## config.mk

```make
export PLATFORM = sky130hd
export DESIGN_NAME = uart_rx_flat
export DESIGN_NICKNAME = d
export VERILOG_FILES = /design/src/rtl/uart_pkg.sv /design/src/rtl/uart_rx_if.sv /design/src/rtl/sync2.sv /design/src/rtl/uart_rx.sv /design/src/flat_wrapper.sv
export SDC_FILE = /design/constraint.sdc
export NUM_CORES = 1
export LEC_CHECK = 0
export CORE_MARGIN = 4
export CORE_UTILIZATION = 52
export CTS_BUF_LIST = sky130_fd_sc_hd__clkbuf_8 sky130_fd_sc_hd__clkbuf_16
export CTS_CLUSTER_DIAMETER = 200
export DETAILED_ROUTE_END_ITERATION = 10
export GPL_TIMING_DRIVEN = 1
export HOLD_SLACK_MARGIN = 0.12
export PLACE_DENSITY_LB_ADDON = 0.1
export SYNTH_ARGS = -nofsm -noshare
export SYNTH_HDL_FRONTEND = slang
export SYNTH_HIERARCHICAL = 1
export SYNTH_SLANG_ARGS = --single-unit
```

## constraint.sdc

```tcl
create_clock -name clk -period 2.3 [get_ports clk]
set_clock_uncertainty 0.15 [all_clocks]
set_input_delay 0.46 -clock clk [delete_from_list [all_inputs] [get_ports clk]]
set_output_delay 0.46 -clock clk [all_outputs]
set_load 0.03 [all_outputs]
```

## src/rtl/uart_pkg.sv

```systemverilog
// Shared UART definitions: receiver/transmitter FSM states, frame geometry and default bit timing.
package uart_pkg;

    typedef enum logic [1:0] {IDLE, START, DATA, STOP} uart_state_e;

    localparam int DATA_BITS            = 8;
    localparam int STORED_BITS          = 7;
    localparam int DEFAULT_CLKS_PER_BIT = 217;

    function automatic logic maj3(input logic a, input logic b, input logic c);
        return (a & b) | (a & c) | (b & c);
    endfunction

endpackage

```

## src/rtl/uart_rx_if.sv

```systemverilog
// Receiver signal bundle: serial line and ack in, character plus sticky status out.
interface uart_rx_if;
    import uart_pkg::*;

    logic                   rx;
    logic                   ack;
    logic [STORED_BITS-1:0] data;
    logic                   avail;
    logic                   overrun;
    logic                   frame_err;

    modport slave  (input rx, ack, output data, avail, overrun, frame_err);
    modport master (output rx, ack, input data, avail, overrun, frame_err);

endinterface

```

## src/rtl/sync2.sv

```systemverilog
// Two-flop synchronizer for an asynchronous single-bit input, with selectable reset level.
module sync2 #(
    parameter logic RST_VAL = 1'b1
) (
    input  logic clk,
    input  logic reset,
    input  logic d_i,
    output logic q_o
);

    logic [1:0] ff_q;

    always_ff @(posedge clk or posedge reset) begin
        if (reset) ff_q <= {2{RST_VAL}};
        else       ff_q <= {ff_q[0], d_i};
    end

    assign q_o = ff_q[1];

endmodule

```

## src/rtl/uart_rx.sv

```systemverilog
// 8N1 UART receiver keeping the low 7 data bits; UART_RX_MAJORITY_EN enables 2-of-3 sampling.
module uart_rx import uart_pkg::*; #(
    parameter int CLKS_PER_BIT = DEFAULT_CLKS_PER_BIT
) (
    input  logic     clk,
    input  logic     reset,
    uart_rx_if.slave bus
);

    localparam logic [15:0] LAST_CNT = 16'(CLKS_PER_BIT - 1);
`ifdef UART_RX_MAJORITY_EN
    // Decisions land one cycle after the nominal sample point so its successor is available.
    localparam logic [15:0] START_CNT = 16'(CLKS_PER_BIT / 2 + 1);
`else
    localparam logic [15:0] START_CNT = 16'(CLKS_PER_BIT / 2);
`endif

    uart_state_e            state_q;
    logic [15:0]            cnt_q;
    logic [2:0]             idx_q;
    logic [STORED_BITS-1:0] shift_q;
    logic [STORED_BITS-1:0] data_q;
    logic                   avail_q;
    logic                   overrun_q;
    logic                   frame_err_q;
    logic                   rx_s;
    logic                   smp_d;

    sync2 #(.RST_VAL(1'b1)) u_sync (
        .clk   (clk),
        .reset (reset),
        .d_i   (bus.rx),
        .q_o   (rx_s)
    );

`ifdef UART_RX_MAJORITY_EN
    logic [1:0] hist_q;

    always_ff @(posedge clk or posedge reset) begin
        if (reset) hist_q <= 2'b11;
        else       hist_q <= {hist_q[0], rx_s};
    end

    assign smp_d = maj3(rx_s, hist_q[0], hist_q[1]);
`else
    assign smp_d = rx_s;
`endif

    always_ff @(posedge clk or posedge reset) begin
        if (reset) begin
            state_q     <= IDLE;
            cnt_q       <= '0;
            idx_q       <= '0;
            shift_q     <= '0;
            data_q      <= '0;
            avail_q     <= 1'b0;
            overrun_q   <= 1'b0;
            frame_err_q <= 1'b0;
        end else begin
            // Status clears first so a same-cycle frame event below overrides it.
            if (bus.ack) begin
                avail_q     <= 1'b0;
                overrun_q   <= 1'b0;
                frame_err_q <= 1'b0;
            end
            cnt_q <= cnt_q + 16'd1;
            case (state_q)
                IDLE: begin
                    cnt_q <= '0;
                    idx_q <= '0;
                    if (!rx_s) state_q <= START;
                end
                START: begin
                    if (cnt_q == START_CNT) begin
                        cnt_q   <= '0;
                        state_q <= smp_d ? IDLE : DATA;
                    end
                end
                DATA: begin
                    if (cnt_q == LAST_CNT) begin
                        cnt_q <= '0;
                        idx_q <= idx_q + 3'd1;
                        if (idx_q < 3'(STORED_BITS)) shift_q[idx_q] <= smp_d;
                        if (idx_q == 3'(DATA_BITS - 1)) state_q <= STOP;
                    end
                end
                STOP: begin
                    if (cnt_q == LAST_CNT) begin
                        cnt_q   <= '0;
                        state_q <= IDLE;
                        if (!smp_d) begin
                            frame_err_q <= 1'b1;
                        end else if (avail_q && !bus.ack) begin
                            overrun_q <= 1'b1;
                        end else begin
                            data_q  <= shift_q;
                            avail_q <= 1'b1;
                        end
                    end
                end
                default: state_q <= IDLE;
            endcase
        end
    end

    assign bus.data      = data_q;
    assign bus.avail     = avail_q;
    assign bus.overrun   = overrun_q;
    assign bus.frame_err = frame_err_q;

endmodule

```

## src/flat_wrapper.sv

```systemverilog
// flat-port wrapper written by rule: the top's interface ports become plain ports
module uart_rx_flat import uart_pkg::*;
#(
    parameter int CLKS_PER_BIT = DEFAULT_CLKS_PER_BIT
)
  (clk, reset, bus_rx, bus_ack, bus_data, bus_avail, bus_overrun, bus_frame_err);
  uart_rx_if bus_i ();
  input  logic clk;
  input  logic reset;
  input wire logic [$bits(bus_i.rx)-1:0] bus_rx;
  input wire logic [$bits(bus_i.ack)-1:0] bus_ack;
  output wire logic [$bits(bus_i.data)-1:0] bus_data;
  output wire logic [$bits(bus_i.avail)-1:0] bus_avail;
  output wire logic [$bits(bus_i.overrun)-1:0] bus_overrun;
  output wire logic [$bits(bus_i.frame_err)-1:0] bus_frame_err;
  assign bus_i.rx = bus_rx;
  assign bus_i.ack = bus_ack;
  assign bus_data = bus_i.data;
  assign bus_avail = bus_i.avail;
  assign bus_overrun = bus_i.overrun;
  assign bus_frame_err = bus_i.frame_err;
  uart_rx #(.CLKS_PER_BIT(CLKS_PER_BIT)) u_core (.clk(clk), .reset(reset), .bus(bus_i));
endmodule
```

==> run summary <==
### Logic synthesis
- **Distinct cells, synth** 38
- **post-synthesis net count** 188
- **async set-reset flop share out of synthesis** 1.00
- **post-synthesis cell type with the largest combined area** dfrtp_1
- **share of the synthesized area in compound gates (AO/OA/AOI/OAI)** 0.0394
- **post-synthesis average cell area** 10.8 sq um
- **list of most frequent post-synthesis cells** dfrtp_1 (38), nor2_1 (16), nand3_1 (15), mux2_2 (13), nand2_1 (12)
- **number of instances in the synthesized netlist** 180
- **xor-xnor portion of the synthesized cell area** 0.0543
- **EDFF count, synth** 0
- **cell area after synthesis** 0.00194 sq mm
- **share of synthesized cell area in full adder, half adder and majority cells** 0.0258
- **share of cell area taken by muxes after synthesis** 0.0814
- **area share of the largest cell type after synthesis** 0.491
- **synthesized-area fraction occupied by and/or/nand/nor cells** 0.248
- **sequential cell area fraction in the yosys report** 0.518
- **combinational family with the most area after synthesis** simple AND/OR/NAND/NOR gates
- **Most used DFF post-synth** dfrtp_1
- **#FFs+latches synth** 40
- **synth warn** 6
- **top cells by area, synth** dfrtp_1 (49%), mux2_2 (7.6%), nand3_1 (3.9%), xnor2_1 (3.6%), nor2_1 (3.1%)
- **most common cell in the netlist** dfrtp_1

### Power
- **Pwr Density** 583 mW/mm^2
- **internal power summed over all cells** 1070 uW
- **relative contribution of sequential cells to total power** 0.536
- **switching part of the total power** 0.193
- **Clk network pwr share** 0.448
- **largest vdd supply drop** 0.378 mV
- **Logic pwr share** 0.016
- **switching power** 255 uW
- **Static Leak** 0.00101 uW

### STA
- **worst relative slew slack** 0.684
- **final-layout setup total negative slack** 0 ns
- **Slew Limit Fails** 0
- **Final Setup Violations** 0
- **unrepaired setup endpoints after global routing** no
- **fin worst setup slack** 0.134 ns
- **highest clock frequency the design can meet** 0.462 GHz
- **crit path time final** 2.17 ns
- **number of hold violations in the final report** 0
- **worst hold slack across all endpoints** 0.209 ns
- **crit share post-route** 0.942
- **transition time of the tightest slew-check pin** 0.474 ns

### Finish
- **Multi-input gate area** 870 sq um
- **flip-flop and latch area** 0.00100 sq mm
- **cell area after layout** 0.00226 sq mm
- **antenna diode count** 0
- **share of post-route cells with drive strength above 1** 0.180
- **Nets** 207
- **number of filler instances in the final layout** 277
- **Area growth syn-to-layout** 16.9%
- **Layout Utilization** 0.653

### Setup path
- **worst setup path class** register to register
- **required time of the critical path** 2.32 ns
- **biggest fanout along the worst timing path** 5
- **data arrival time of the critical path** 2.19 ns
- **Worst setup EP type** register
- **CP startpoint kind** register

### Drt
- **Vias per Instance** 5.63
- **DRC errors left** 0
- **Starting DRT DRC Count** 88
- **detail-routed net length per standard cell** 14.6 microns
- **number of nets with antenna violations after routing** 0
- **total number of vias** 1384
- **routed wire length** 3.58 mm
- **number of iterations in the first detailed-routing pass** 4

### Min path
- **worst hold-check path type** register to register

### CTS
- **Max H-tree Level** 2
- **clock insertion delay at the later pin of the skew report** 0.28 ns
- **clock buffer count from CTS** 5
- **post-cts repair resize count** 0
- **clock input transition at the sequential cells of the worst setup and hold paths** 0.08 ns
- **number of buffers added for setup after CTS** 0
- **CTS tree** done
- **number of hold buffers added after CTS** 0
- **number of clock sinks seen by CTS** 40
- **Root Buffer Master** clkbuf_8
- **Max Root-Sink Buffers** 2

### Die
- **Initial Utilization** 0.558
- **die area** 0.00477 sq mm
- **number of core rows** 21
- **core outline area** 0.00347 sq mm
- **Horiz. Die Dim** 69.0 microns
- **Ports** 14
- **Chip Height** 69.0 microns

### Global routing
- **total congestion overflow** 0
- **met1 Usage GRT** 0.198
- **largest net degree at the start of global routing** 39
- **M2 GR Usage** 0.286
- **All-Layer GR Usage** 0.163
- **vias in the first global route** 1420
- **GR met3 Demand/Resource** 0.0305
- **global-route wire length before repair** 6.35 mm
- **busiest layer in global routing** met2
- **number of antenna violations at the first check in global routing** 0

### Status
- **status** finished, final reports clean

### Placement
- **post-detail-place hpwl** 2.60 mm
- **Placed Instance Area** 0.00214 sq mm
- **routability cong.** 0.826
- **pre-CTS setup slack** 0.134 ns
- **input/output buffers** 13

### Run
- **Max-cap violations** 0

==> path summary, 6_finish.rpt <==
path,startpoint,end,slack (ns),cells past startpoint
max in group asynchronous,reset,u_core/cnt_q[3],1.20,3
setup reg to reg,u_core/cnt_q[0],u_core/shift_q[3],0.13,6
hold / removal,u_core/u_sync/ff_q[0],u_core/u_sync/ff_q[1],0.21,0
hold reg to reg,u_core/u_sync/ff_q[0],u_core/u_sync/ff_q[1],0.21,0
setup / recovery,u_core/cnt_q[0],u_core/shift_q[3],0.13,6
min in group asynchronous,reset,u_core/u_sync/ff_q[1],0.36,2
==> placed cells by master, fill, tap and decap left out, types with 2 or more instances in the layout <==
cell type / n
ha_1: 4
clkbuf_8: 6
inv_1: 8
dfrtp_1: 38
nand2_1: 12
buf_4: 7
or3_1: 3
nor3_1: 6
and4_2: 2
nor2b_1: 4
and4b_1: 2
nor2_1: 16
o211ai_1: 2
dfstp_2: 2
xnor2_1: 8
nand4_1: 6
mux2_2: 13
o21ai_0: 4
xor2_1: 4
clkdlybuf4s50_1: 13
nand3_1: 15
a31oi_1: 3
nor4_1: 3
a21oi_1: 3
==> area by class of cell <==
type,count,area share
Sequential cell,40,0.443
Multi-Input combinational cell,124,0.384
Tap cell,46,0.0254
Inverter,8,0.0133
Timing Repair Buffer,20,0.0807
Clock inverter,2,0.0171
Clock buffer,6,0.0365
==> worst max-delay path, cell delays in order, from the launching register on <==
cell and delay [ns]:
dfrtp_1 0.42, inv_1 0.07, ha_1 0.16, and4bb_2 0.27, nand4_4 0.13, or4b_1 0.54
mux2_1 0.32
==> power groups by stage <==
stage / sequential, uW / combinational [uW] / clock (uW)
after floorplan: 720 / 12.9 / 0
after global placement: 722 / 21.6 / 0
after detailed placement: 723 / 22.6 / 0
after CTS: 709 / 22.5 / 609
after global routing: 709 / 25.1 / 639
final: 709 / 21.1 / 592
==> kinds of logic (layout without fill, tap and decap cells) <==
kind of cell / count (synthesis) / in the layout
DFF: 40 / 40
adders and majority gates: 4 / 4
AOI/OAI and AO/OA: 13 / 13
muxes: 14 / 14
and+or+nand+nor: 81 / 81
buffers and inverters: 16 / 36
xor gates and xnor gates: 12 / 12
==> layer usage <==
metal  part of all wire  vias up
met5                  0        -
met4             0.0053        0
met3              0.033        2
met2               0.52       26
met1               0.44      677
li1                   -      679
==> state kept, by name, indices dropped and copies added (netlist names), named ones only <==
name	flops
u_core/cnt_q	16
u_core/bus.data	7
u_core/shift_q	7
u_core/idx_q	3
u_core/u_sync/ff_q	2
u_core/bus.avail	1
u_core/bus.frame_err	1
u_core/bus.overrun	1
u_core/state_q	1
==> metrics by stage <==
stage / std cells / power [uW]
after floorplan: 180 / 733
after global placement: 238 / 744
after detailed placement: 238 / 745
after CTS: 246 / 1340
after global routing: 246 / 1370
final: 246 / 1320
No activity file was read; power rests on OpenSTA's default activity.
